[src/rtl/fft_r4_sequencer.sv]
// Radix-4 FFT address sequencer: per-stage read sweep, drain, and
// delayed write sweep over four banks with ping-pong buffers.
//
// Ports:
//   iCLK, iRESET (sync, active-low), iSTART, iABORT
//   oBANK_RD_ROT / oBANK_WR_ROT : bank rotation for read / write side
//   oADDR_RD_0..3 : per-bank read address
//   oADDR_WR      : write address
//   oADDR_COEF    : twiddle ROM address
//   oWE_A, oWE_B  : ping-pong write enables
//   oSOURCE_DATA  : read buffer select (0 = A, 1 = B)
//   oSTAGE        : current stage index
//   oRDY, oDONE   : idle flag, one-cycle completion pulse
//
// Optional feature macro: FFT_SEQ_ABORT_EN (honours iABORT when defined).

module fft_r4_sequencer #(
  parameter int A_BIT    = 10,
  parameter int PIPE_LAT = 5
) (
  input  logic             iCLK,
  input  logic             iRESET,
  input  logic             iSTART,
  input  logic             iABORT,
  output logic [1:0]       oBANK_RD_ROT,
  output logic [1:0]       oBANK_WR_ROT,
  output logic [A_BIT-1:0] oADDR_RD_0,
  output logic [A_BIT-1:0] oADDR_RD_1,
  output logic [A_BIT-1:0] oADDR_RD_2,
  output logic [A_BIT-1:0] oADDR_RD_3,
  output logic [A_BIT-1:0] oADDR_WR,
  output logic [A_BIT-1:0] oADDR_COEF,
  output logic             oWE_A,
  output logic             oWE_B,
  output logic             oSOURCE_DATA,
  output logic [3:0]       oSTAGE,
  output logic             oRDY,
  output logic             oDONE
);

  localparam int S = A_BIT / 2 + 1;
  localparam logic [3:0] S_LAST = 4'(S - 1);
  localparam logic [3:0] LAT_MAX = 4'(PIPE_LAT - 1);
  localparam logic [A_BIT-1:0] CNT_MAX = '1;
  localparam logic [A_BIT-1:0] ONE = A_BIT'(1);
  localparam logic [A_BIT-1:0] THREE = A_BIT'(3);

`ifdef FFT_SEQ_ABORT_EN
  localparam bit ABORT_EN = 1'b1;
`else
  localparam bit ABORT_EN = 1'b0;
`endif

  typedef enum logic [1:0] {
    IDLE, READ, DRAIN, DONE
  } state_t;

  state_t state_q, state_d;

  logic [A_BIT-1:0] cnt_q, cnt_d;
  logic [3:0]       lat_q, lat_d;
  logic [3:0]       stage_q, stage_d;

  logic abort;
  logic start;

  assign abort = ABORT_EN & iABORT & (state_q != IDLE);
  assign start = (state_q == IDLE) & iSTART;

  // ---- FSM: state register ----
  always_ff @(posedge iCLK) begin
    if (!iRESET) begin
      state_q <= IDLE;
    end else begin
      state_q <= state_d;
    end
  end

  // ---- FSM: next state ----
  always_comb begin
    state_d = state_q;
    unique case (state_q)
      IDLE:  if (iSTART) state_d = READ;
      READ:  if (cnt_q == CNT_MAX) state_d = DRAIN;
      DRAIN: if (lat_q == LAT_MAX)
               state_d = (stage_q == S_LAST) ? DONE : READ;
      DONE:  state_d = IDLE;
      default: state_d = IDLE;
    endcase
    if (abort) state_d = IDLE;
  end

  // ---- FSM: outputs ----
  always_comb begin
    oRDY  = (state_q == IDLE);
    oDONE = (state_q == DONE);
  end

  // ---- counters ----
  always_comb begin
    cnt_d   = cnt_q;
    lat_d   = lat_q;
    stage_d = stage_q;
    if (start) begin
      cnt_d   = '0;
      stage_d = '0;
    end
    if (state_q == READ) begin
      cnt_d = cnt_q + ONE;
      lat_d = '0;
    end
    if (state_q == DRAIN) begin
      lat_d = lat_q + 4'd1;
      if (lat_q == LAT_MAX) begin
        cnt_d = '0;
        if (stage_q != S_LAST) stage_d = stage_q + 4'd1;
      end
    end
  end

  always_ff @(posedge iCLK) begin
    if (!iRESET) begin
      cnt_q   <= '0;
      lat_q   <= '0;
      stage_q <= '0;
    end else begin
      cnt_q   <= cnt_d;
      lat_q   <= lat_d;
      stage_q <= stage_d;
    end
  end

  // ---- read address generation ----
  // sh = A_BIT - 2s. On stage 0 sh equals A_BIT, so the digit field
  // shifts out entirely: rotation is 0, addresses equal cnt and the
  // coefficient mask keeps all of cnt.
  logic [3:0]       sh2;
  logic [3:0]       sh;
  logic [A_BIT-1:0] fld_m;
  logic [A_BIT-1:0] low_m;
  logic [1:0]       rot_d;
  logic [A_BIT-1:0] coef_d;
  logic [A_BIT-1:0] addr_d [4];

  assign sh2   = {stage_q[2:0], 1'b0};
  assign sh    = 4'(A_BIT) - sh2;
  assign fld_m = THREE << sh;
  assign low_m = (ONE << sh) - ONE;

  always_comb begin
    logic [1:0] bsel;
    bsel   = '0;
    rot_d  = 2'(cnt_q >> sh);
    coef_d = (cnt_q & low_m) << sh2;
    for (int k = 0; k < 4; k++) begin
      bsel      = 2'(k) - rot_d;
      addr_d[k] = (cnt_q & ~fld_m) | (A_BIT'(bsel) << sh);
    end
  end

  logic [1:0]       rot_q;
  logic [A_BIT-1:0] coef_q;
  logic [A_BIT-1:0] addr_q [4];
  logic [A_BIT-1:0] acnt_q;
  logic             vld_q;
  logic             par_q;

  always_ff @(posedge iCLK) begin
    if (!iRESET) begin
      rot_q  <= '0;
      coef_q <= '0;
      acnt_q <= '0;
      vld_q  <= 1'b0;
      par_q  <= 1'b0;
      for (int k = 0; k < 4; k++) addr_q[k] <= '0;
    end else begin
      if (state_q == READ) begin
        rot_q  <= rot_d;
        coef_q <= coef_d;
        acnt_q <= cnt_q;
        for (int k = 0; k < 4; k++) addr_q[k] <= addr_d[k];
      end
      vld_q <= (state_q == READ) & ~abort;
      par_q <= stage_q[0];
    end
  end

  // ---- write side: aligned read info delayed through the datapath ----
  // Stage parity travels with each beat since the tail of one stage's
  // writes overlaps the start of the next stage's reads.
  logic [A_BIT-1:0] wa_p  [PIPE_LAT];
  logic [1:0]       wr_p  [PIPE_LAT];
  logic             wv_p  [PIPE_LAT];
  logic             wpar_p[PIPE_LAT];

  always_ff @(posedge iCLK) begin
    if (!iRESET) begin
      for (int i = 0; i < PIPE_LAT; i++) begin
        wa_p[i]   <= '0;
        wr_p[i]   <= '0;
        wv_p[i]   <= 1'b0;
        wpar_p[i] <= 1'b0;
      end
    end else begin
      wa_p[0]   <= acnt_q;
      wr_p[0]   <= rot_q;
      wpar_p[0] <= par_q;
      wv_p[0]   <= vld_q & ~abort;
      for (int i = 1; i < PIPE_LAT; i++) begin
        wa_p[i]   <= wa_p[i-1];
        wr_p[i]   <= wr_p[i-1];
        wpar_p[i] <= wpar_p[i-1];
        wv_p[i]   <= wv_p[i-1] & ~abort;
      end
    end
  end

  assign oBANK_RD_ROT = rot_q;
  assign oADDR_RD_0   = addr_q[0];
  assign oADDR_RD_1   = addr_q[1];
  assign oADDR_RD_2   = addr_q[2];
  assign oADDR_RD_3   = addr_q[3];
  assign oADDR_COEF   = coef_q;
  assign oADDR_WR     = wa_p[PIPE_LAT-1];
  assign oBANK_WR_ROT = wr_p[PIPE_LAT-1];
  assign oWE_B        = wv_p[PIPE_LAT-1] & ~wpar_p[PIPE_LAT-1];
  assign oWE_A        = wv_p[PIPE_LAT-1] & wpar_p[PIPE_LAT-1];
  assign oSOURCE_DATA = stage_q[0];
  assign oSTAGE       = stage_q;

endmodule
[config.mk]
export PLATFORM = sky130hd
export DESIGN_NAME = fft_r4_sequencer
export DESIGN_NICKNAME = d
export VERILOG_FILES = /design/src/rtl/fft_r4_sequencer.sv
export SDC_FILE = /design/constraint.sdc
export NUM_CORES = 1
export LEC_CHECK = 0
export CORE_MARGIN = 2
export CORE_UTILIZATION = 59
export DETAILED_ROUTE_END_ITERATION = 6
export GPL_TIMING_DRIVEN = 0
export MAX_ROUTING_LAYER = met4
export PLACE_DENSITY = 0.95
export SYNTH_ARGS = -nofsm -noshare
export SYNTH_HDL_FRONTEND = slang
export SYNTH_SLANG_ARGS = --single-unit
export TNS_END_PERCENT = 10
[constraint.sdc]
create_clock -name iCLK -period 6.2 [get_ports iCLK]
set_input_delay 1.55 -clock iCLK [delete_from_list [all_inputs] [get_ports iCLK]]
set_output_delay 1.55 -clock iCLK [all_outputs]
set_load 0.01 [all_outputs]
Yosys cells after proc, flatten, opt, wreduce, memory -nomap -nowiden
Memories as Yosys holds them, arrays and structs flattened.
Index checks and enable logic that the tools add are counted.
Widths: inputs -> output; s select.
{"block": "op_classes", "n_addsub": 9, "eq_ne": 10, "shift": 8, "muxes": 44, "bitwise": 35, "reduce_logical": 3}
{"op": "$mux 10", "count": 13}
{"op": "$or 10x10->10", "count": 4}
{"op": "$shl 2x4->10", "count": 4}
{"op": "$mux 4", "count": 6}
{"op": "$or 1x1->1", "count": 24}
{"op": "$and 10x10->10", "count": 2}
{"op": "$mux 2", "count": 9}
{"op": "$mux 1", "count": 15}
{"op": "$add 10x1->10 const B", "count": 1}
{"op": "$eq 10x10->1 const B", "count": 1}
{"op": "$not 10->10", "count": 1}
{"op": "$shl 1x4->10 const A", "count": 1}
{"op": "$shl 10x4->10", "count": 1}
{"op": "$shl 2x4->10 const A", "count": 1}
{"op": "$shr 10x4->2", "count": 1}
{"op": "$sub 10x1->10 const B", "count": 1}
{"op": "$add 4x1->4 const B", "count": 2}
{"op": "$eq 4x3->1 const B", "count": 2}
{"op": "$pmux 2 s4", "count": 1}
{"op": "$ne 2x2->1 const B", "count": 3}
{"op": "$eq 2x2->1 const B", "count": 2}
{"op": "$ne 4x3->1 const B", "count": 1}
{"op": "$sub 1x2->2 const A", "count": 2}
{"op": "$sub 2x2->2 const A", "count": 2}
{"op": "7 further kinds", "count": 9}
{"block": "totals", "reg_bits": 44, "mem_bits_rw": 110, "inputBits": 4, "output_inout_bits": 73, "word_cells": 123, "n_memories": 5}
{"name": "wa_p", "depth": 5, "word_bits": 10, "read_ports": 5, "rd_ports_with_merged_regs": 0, "write_ports": 5, "line_no": "191", "source": "logic [A_BIT-1:0] wa_p [PIPE_LAT];"}
{"name": "addr_q", "depth": 4, "word_bits": 10, "read_ports": 4, "rd_ports_with_merged_regs": 0, "write_ports": 4, "line_no": "163", "source": "logic [A_BIT-1:0] addr_q [4];"}
{"name": "wr_p", "depth": 5, "word_bits": 2, "read_ports": 5, "rd_ports_with_merged_regs": 0, "write_ports": 5, "line_no": "192", "source": "logic [1:0] wr_p [PIPE_LAT];"}
{"name": "wpar_p", "depth": 5, "word_bits": 1, "read_ports": 5, "rd_ports_with_merged_regs": 0, "write_ports": 5, "line_no": "194", "source": "logic wpar_p[PIPE_LAT];"}
{"name": "wv_p", "depth": 5, "word_bits": 1, "read_ports": 5, "rd_ports_with_merged_regs": 0, "write_ports": 5, "line_no": "193", "source": "logic wv_p [PIPE_LAT];"}

Longest topological paths before layout
Gate-level depths: netlist of the first run.
{"block": "logic_depth", "ltp_word": 6, "depth_mapped": 10}

Worst setup path after synthesis of the first run
No wires, ideal clock.
{"block": "synth_timing", "path_kind": "input to register", "start": "input port iRESET", "end": "memory addr_q[0][0], enable pin", "arrival_ns": 2.441, "path_slack_ns": 3.361, "path_stages": 3, "path_buffers": 0, "path_cell_list": "inv_1 > nor2_1 > inv_1"}
{"item": "from (decl)", "line_no": "22", "source": "input logic iRESET,"}
{"item": "to (decl)", "line_no": "163"}

==> results of run 1 <==
## through the flow
stage / total power, mW / cells / util, % / hold slack (ns) / setup WS, ns
2_1_floorplan: 1.32 / 562 / - / 0.412 / 3.36
5_1_grt: 2.54 / 798 / 77.0 / 0.448 / 2.45
6_report: 2.46 / 798 / 77.0 / 0.427 / 2.53
3_5_place_dp: 1.51 / 766 / 70.9 / 0.417 / 2.11
4_1_cts: 2.46 / 798 / 77.0 / 0.429 / 2.63
3_3_place_gp: 1.49 / 766 / 70.9 / 0.413 / 2.17
## report_power, final
group	switching (mW)	leakage [nW]	total (mW)	internal (mW)
logic	0.245	1.20	0.434	0.189
registers	0.0408	1.24	1.07	1.03
clock network	0.446	0.268	0.959	0.513
## cell type report
type / instances / share of cell area, %
Clock inverter: 15 / 2.01
Inverter: 14 / 0.736
Buffer: 52 / 3.89
Multi-Input combinational cell: 352 / 30.2
Timing Repair Buffer: 75 / 10.5
Sequential cell: 144 / 44.6
Tap cell: 129 / 2.26
Clock buffer: 17 / 5.80
## metal layers
metal	wire (um)	up-vias	GRT usage [%]
li1	-	2071	-
met4	782	0	15.2
met1	5300	2182	33.6
met3	1290	109	7.11
met2	7280	340	49.4
met5	0	-	-
## worst max-delay path, stage by stage
cell	delay (ns)
clkdlybuf4s50_1	0.62
inv_1	0.15
nor2_1	0.63
inv_1	0.78
## flip-flops by register name, indices dropped and copies added (netlist names), 5 cells and up
register and cells:
addr_q 30, wa_p 50, wr_p 10, acnt_q 10
wpar_p 5, oADDR_COEF 10, cnt_q 10, wv_p 5
## path summary, 6_finish.rpt
check / start / endpoint / slack [ns] / cells past startpoint
max reg2reg: oSTAGE[0] / oADDR_COEF[6] / 3.30 / 10
min reg2reg: wa_p[0][18] / wa_p[0][28] / 0.43 / 1
min: wa_p[0][18] / wa_p[0][28] / 0.43 / 1
max: iRESET / addr_q[1][9] / 2.53 / 4
## Yosys cell counts (9+ instances only)
master	number	share of area (%)
a21oi_1	30	2.6
nand3_1	18	1.6
inv_1	13	0.86
clkbuf_1	24	1.6
and2_1	75	8.3
nand2_1	41	2.7
edfxtp_1	30	16
buf_4	21	2.8
o21ai_1	9	0.79
nor2_1	53	3.5
o21ai_0	15	1.3
dfxtp_1	114	40
ha_1	14	3.1
mux2i_1	16	2.8
## kinds of logic after synthesis
family / after synthesis / synth area share, %
buf+inv: 66 / 5.82
mux: 19 / 3.42
simple gates: 220 / 19.9
flops: 144 / 56.1
compound gates: 93 / 10.8
xor+xnor: 6 / 0.926
fa+ha+maj: 14 / 3.09
==> metrics.md, run 1 <==
| Metric | Value |
|---|---|
| CTS H-tree lvls | 4 |
| Pleak | around 2.7 nW |
| Die Y | 102 um |
| FF+latch area | 0.00318 mm^2 |
| Synth Warn # | 0 |
| Final hold viol count | 0 |
| WP data required | 6.27 ns |
| Async SR Flop Fraction | 0% |
| Worst Max-Slew Pin Slew | 1.20 ns |
| Routability cong. | ~0.94 |
| Die Wd | 102 um |
| Wire length of the first global-routing pass | between 20000 and 25000 um |
| Mapped Cells | ~560 |
| VDD IR max | 323 uV |
| Flops & latches, synth | ~140 |
| Slew Limit Fails | 0 |
| # rows | 35 |
| Avg WL per Cell | 18.4 um |
| Pwr dens | roughly 340 mW/mm^2 |
| Placed wire-length estimate | a little over 9000 um |
| Sequential area share after synthesis | about 56% |
| Worst Setup End Kind | flop |
| Final setup viols | 0 |
| Hold buffer count at cts | 0 |
| DRC viols | 0 |
| Initial antenna violation count | 0 |
| Fmax | 272 MHz |
| Worst Path Max Fanout | 30 |
| Clk_lat worst skew | 0.54 ns |
| Root buf cell | clkbuf_8 |
| Setup TNS Final | 0 ns |
| Resized cells post-CTS | 0 |
| Die area | about 0.010 mm^2 |
| Postcts setup bufs | 0 |
| Number of synthesized flops with an enable pin | 30 |
| Total congestion overflow | 0 |
| Wirelength, routed | between 10000 and 15000 um |
| Area growth from synthesis to layout | 25.9% |
| Most frequent cells in the layout | 114 x dfxtp_1, 75 x and2_1, 75 x clkdlybuf4s50_1 |
| Vias per std cell | 5.89 |
| CP Class | in2reg |
| DP Area | 0.00659 mm^2 |
| Finished layout cell area | 0.00714 mm^2 |
| Vias | 4702 |
| Syn Area/Cell | 10.1 um^2 |
| Clock buffer depth | 2 |
| Syn Nets | 580 |
| IO Port Bufs | 75 |
| Fillers | 540 |
| CTS Sinks | 144 |
| CORE AREA | 0.00928 mm^2 |
| Total track usage | 29.8% |
| CTS buffer count | 17 |
| DRT Pass-1 Iters | 5 |
| Synth Flop Type | dfxtp_1 |
| Max cap viols | 0 |
| Area of the multi-input gates | about 0.0022 mm^2 |
| ANT nets after route | 0 |
| Slew Limit Headroom | 19.9% |
| I/O Pins | 77 |
| Commonest non-fill, non-tap cell in the layout | dfxtp_1 |
| Hold WC Path Type | reg2reg |
| Pin count of the biggest net entering global routing | 31 |
| DR iter-0 viols | 482 |
| Number of distinct library cells after synthesis | 54 |
| CP Data Arrival Time | 3.74 ns |
| Status | complete, no violations |
| Initial core utilization | 61.1% |
| Critical Path Source Type | input port |
| Layout cells sized above 1 | 10.0% |
| Final min period | between 3 and 4 ns |
| CTS tree | done |
| Final period utilization | about three fifths |
| Final Skew | 0.0122 ns |
| RSZ-0062 raised after global routing | false |
| Worst-path clk slew | 0.07 ns |
| # diodes | 0 |
| Cell Area, Synth | 0.00567 mm^2 |
| Vias in the first global route | 4571 |
| Final nets | 674 |
Power figures use the tool's default switching activity.
==> run 2, diff against run 1 <==
Settings changed: CORE_UTILIZATION 59 to 54, PLACE_DENSITY 0.95 to 0.89.
Clock period 6.2 ns to 3.6 ns, I/O delays scaled along.
==> metrics.md, run 2 (same netlist as run 1, synthesis figures left out) <==
| Metric | Value |
|---|---|
| CP Data Arrival Time | around 3.1 ns |
| Hold WC Path Type | reg2reg |
| WP data required | 3.68 ns |
| VDD IR max | approximately 420 uV |
| Wirelength, routed | 13200 um |
| Finished layout cell area | around 0.007 mm^2 |
| Vias per std cell | between 5 and 6 |
| Worst R2R Start | oSTAGE[0] |
| IO Port Bufs | 75 |
| Total track usage | 25.3% |
| Buffer and inverter count on the worst path | 3 |
| Final nets | 674 |
| DRC viols | 0 |
| Worst-path clk slew | around 0.070 ns |
| I/O Pins | between 70 and 80 |
| Most frequent cells in the layout | 114 x dfxtp_1, 75 x and2_1, 75 x clkdlybuf4s50_1 |
| DR iter-0 viols | 335 |
| Die Wd | 107 um |
| Die Y | about 110 um |
| Clock buffer depth | 2 |
| Slew Limit Fails | 0 |
| ANT nets after route | 0 |
| Area growth from synthesis to layout | 26.9% |
| Pleak | ~2.7 nW |
| CTS buffer count | 17 |
| Final hold viol count | 0 |
| Initial core utilization | between 50 and 60% |
| RSZ-0062 raised after global routing | false |
| Pin count of the biggest net entering global routing | 31 |
| Root buf cell | clkbuf_8 |
| Status | complete, no violations |
| Layout cells sized above 1 | 10.0% |
| Clk_lat worst skew | 0.53 ns |
| Setup TNS Final | 0 ns |
| Worst Max-Slew Pin Slew | approximately 1.1 ns |
| Postcts setup bufs | 0 |
| Hold Startpoint | wa_p[0][3] |
| Max reg flops | 50 |
| Final period utilization | between 80% and 90% |
| CTS H-tree lvls | 4 |
| Vias | between 4000 and 5000 |
| Critical Path Source Type | input port |
| CP Class | in2reg |
| Initial antenna violation count | 0 |
| Worst Reg2Reg Path Length in Cells | 10 |
| Reg2reg setup slack | 0.69 ns |
| CP delay by family, top | buffers and inverters |
| Total congestion overflow | 0 |
| Final setup viols | 0 |
| Biggest regs | wa_p x50, addr_q x30 |
| Routability cong. | between 0.8 and 0.9 |
| CTS Sinks | 144 |
| Vias in the first global route | about 4500 |
| Top reg by flops | wa_p |
| Commonest non-fill, non-tap cell in the layout | dfxtp_1 |
| Resized cells post-CTS | 0 |
| CORE AREA | between 0.01 and 0.015 mm^2 |
| Worst Setup End Kind | flop |
| # diodes | 0 |
| Die area | 0.0113 mm^2 |
| Placed wire-length estimate | approximately 8800 um |
| Slowest CP cell | inv_1 |
| Fmax | 329 MHz |
| Hold buffer count at cts | 0 |
| CTS tree | done |
| Worst Path Max Fanout | 30 |
| DRT Pass-1 Iters | 5 |
| # rows | 37 |
| Final Skew | between 0.008 and 0.009 ns |
| Pwr dens | ~600 mW/mm^2 |
| WHS Endpoint | wa_p[0][13] |
| Final min period | 3.04 ns |
| Reg2reg end | oADDR_COEF[6] |
| Top cell by count, worst path | inv_1 |
| Worst-path cell chain | clkdlybuf4s50_1 > inv_1 > nor2_1 > inv_1 |
| Slew Limit Headroom | 27.8% |
| Wire length of the first global-routing pass | 21700 um |
| Hold Path Stages | 1 |
| Max cap viols | 0 |
| DP Area | 0.00660 mm^2 |
| Crit-path max cell delay | roughly 0.74 ns |
| Avg WL per Cell | 16.4 um |
run 2: changes by cell type in the layout (fill, tap and decap cells not counted):
cell and delta:
bufinv_16 +2, clkinvlp_4 -2, clkinv_4 -1, inv_6 +1
run 2: how the worst max path moves through the flow:
stage / to / startpoint / cells past startpoint / slack (ns)
floorplan: oADDR_COEF[6] / oSTAGE[0] / 10 / 1.24
global placement: addr_q[0][3] / iRESET / 4 / 0.15
detailed placement: addr_q[0][7] / iRESET / 4 / 0.06
CTS: addr_q[3][9] / iRESET / 4 / 0.59
global route: addr_q[3][1] / iRESET / 4 / 0.44
finish: addr_q[1][5] / iRESET / 4 / 0.56
run 2: area by class of cell:
type | instances | area, um^2
Sequential cell | 144 | 3180
Buffer | 52 | 278
Clock inverter | 15 | 189
Inverter | 14 | 52.6
Fill cell | 730 | 3080
Tap cell | 136 | 170
Timing Repair Buffer | 75 | 751
Clock buffer | 17 | 414
Multi-Input combinational cell | 352 | 2160
run 2: power breakdown:
| group | total, mW | switching [mW] | internal [mW] |
|---|---|---|---|
| combinational | 0.729 | 0.404 | 0.325 |
| clock | 1.79 | 0.760 | 1.03 |
| sequential | 1.84 | 0.0648 | 1.77 |
run 2: per-stage QoR:
stage	setup WS (ns)	util [%]	cells	hold WS [ns]	power, mW
after floorplan	1.24	-	562	0.412	2.27
after global placement	0.152	64.2	773	0.413	2.57
after detailed placement	0.0557	64.2	773	0.419	2.60
after CTS	0.587	70.0	805	0.434	4.36
after global routing	0.440	70.0	805	0.434	4.51
final	0.559	70.0	805	0.432	4.35
run 2: layer usage:
metal	share of wire (%)	up-vias	global-route usage [%]
met1	41	2139	30.5
met4	2.3	0	10.3
li1	-	2078	-
met3	6.9	35	5.46
met2	49	221	41.7
met5	0	-	-
==> run 3, diff against run 2 <==
Clock period 3.6 ns to 3.1 ns, I/O delays scaled along.
==> metrics.md, run 3 (same netlist as run 1, synthesis figures left out) <==
| Metric | Value |
|---|---|
| CP Class | in2reg |
| Clk_lat worst skew | 0.53 ns |
| Fmax | around 340 MHz |
| Fillers | 729 |
| Status | complete, no violations |
| Postcts setup bufs | 0 |
| Clock share of power | 41.1% |
| Critical Path Source Type | input port |
| Die area | 0.0113 mm^2 |
| Internal power | 3.63 mW |
| Worst R2R Start | state_q[1] |
| Total power | 5.06 mW |
| Met1 GRT Util | a little under a third |
| CTS buffer count | 17 |
| Clock buffer depth | 2 |
| ANT nets after route | 0 |
| Pin count of the biggest net entering global routing | 31 |
| Biggest regs | wa_p x50, addr_q x30 |
| Vias | approximately 4400 |
| Final setup viols | 0 |
| Die Y | 107 um |
| Slew Limit Headroom | between 20% and 30% |
| FF+latch area | 0.00318 mm^2 |
| # diodes | 0 |
| IO Port Bufs | 75 |
| Avg WL per Cell | ~16 um |
| Vias per std cell | between 5 and 6 |
| Hold Startpoint | wa_p[0][3] |
| Crit path launch | iRESET |
| Worst-path clk slew | 0.07 ns |
| Slew Limit Fails | 0 |
| CTS tree | done |
| DR iter-0 viols | 331 |
| Net switching power | 1.43 mW |
| Initial core utilization | a little under three fifths |
| RSZ-0062 raised after global routing | false |
| WP data required | 3.17 ns |
| Area growth from synthesis to layout | 26.9% |
| CP Data Arrival Time | 3.03 ns |
| Layout cells sized above 1 | 10.2% |
| Total congestion overflow | 0 |
| Met2 usage | 41.7% |
| DRC viols | 0 |
| VDD IR max | 489 uV |
| Worst Setup End Kind | flop |
| Vias in the first global route | 4465 |
| Initial antenna violation count | 0 |
| Pwr dens | 703 mW/mm^2 |
| Max cap viols | 0 |
| Die Wd | 107 um |
| Wire length of the first global-routing pass | 21700 um |
| Final min period | 2.95 ns |
| Final period utilization | 95.2% |
| Flop pwr share | between 40% and 50% |
| Pleak | 2.74 nW |
| Area of the multi-input gates | 0.00216 mm^2 |
| I/O Pins | 77 |
| Met3 usage | 5.46% |
| Total track usage | 25.3% |
| Max reg flops | 50 |
| Final Skew | 0.00819 ns |
| Comb pwr share | 16.7% |
| CORE AREA | 0.0103 mm^2 |
| Switching part of the total | 28.3% |
| Top reg by flops | wa_p |
| Routability cong. | 0.863 |
| CTS H-tree lvls | 4 |
| # rows | 37 |
| Worst Path Max Fanout | 30 |
| DRT Pass-1 Iters | 5 |
| Final hold viol count | 0 |
| Final nets | just under 700 |
| Worst Max-Slew Pin Slew | 1.09 ns |
| Root buf cell | clkbuf_8 |
| Placed wire-length estimate | 8800 um |
| CTS Sinks | approximately 140 |
| Global routing's busiest layer | met2 |
| Most frequent cells in the layout | 114 x dfxtp_1, 75 x and2_1, 75 x clkdlybuf4s50_1 |
| Commonest non-fill, non-tap cell in the layout | dfxtp_1 |
| Wirelength, routed | between 10000 and 15000 um |
| Final Util | 70.1% |
| Hold WC Path Type | reg2reg |
==> run 3: cell types whose count changed in the layout (fill, tap and decap cells not counted), sizes merged <==
cell and delta:
clkbuf +1, buf -1
==> run 3: critical path, stage by stage <==
cell	delay [ns]
clkdlybuf4s50_1	0.67
inv_1	0.14
nor2_1	0.68
inv_1	0.75
==> run 3: path summary, 6_finish.rpt <==
check	endpoint	slack, ns	cells past startpoint
worst min register to register	wa_p[0][13]	0.43	1
worst max register to register	addr_q[1][5]	0.22	5
worst max-delay path	addr_q[1][5]	0.15	4
worst min-delay path	wa_p[0][13]	0.43	1
==> run 3: stage by stage <==
stage | setup slack, ns | std cells | hold slack (ns) | TNS, ns | instance area (um^2)
4_1_cts | 0.212 | 805 | 0.434 | 0 | 7200
6_report | 0.148 | 805 | 0.432 | 0 | 7200
5_1_grt | 0.0597 | 805 | 0.434 | 0 | 7200
3_5_place_dp | -0.319 | 773 | 0.419 | -9.56 | 6600
2_1_floorplan | 0.735 | 562 | 0.412 | 0 | 5670
3_3_place_gp | -0.223 | 773 | 0.413 | -6.67 | 6600
==> run 3: layout make-up <==
class | count | area share, %
Inverter | 14 | 0.730
Clock buffer | 17 | 5.75
Buffer | 52 | 3.88
Multi-Input combinational cell | 352 | 30.0
Timing Repair Buffer | 75 | 10.4
Sequential cell | 144 | 44.2
Tap cell | 136 | 2.36
Clock inverter | 15 | 2.62
==> run 3: power by group through the flow <==
stage               Sequential, mW  Clock, mW  Combinational, mW
finish                        2.14       2.08              0.847
global route                  2.15       2.17              0.918
CTS                           2.14       2.08              0.846
detailed placement            2.18          0              0.839
global placement              2.17          0              0.812
floorplan                     2.20          0              0.433
==> run 3: metal layers <==
metal	routed length (um)	vias up
met5	0	-
met4	281	0
li1	-	2080
met3	1000	28
met1	5410	2104
met2	6570	231
==> run 3: what timing repair did <==
item | in CTS | in global routing
gates resized for setup | 0 | 1
endpoints found under the setup margin | 0 | 2
hold buffers | 0 | 0
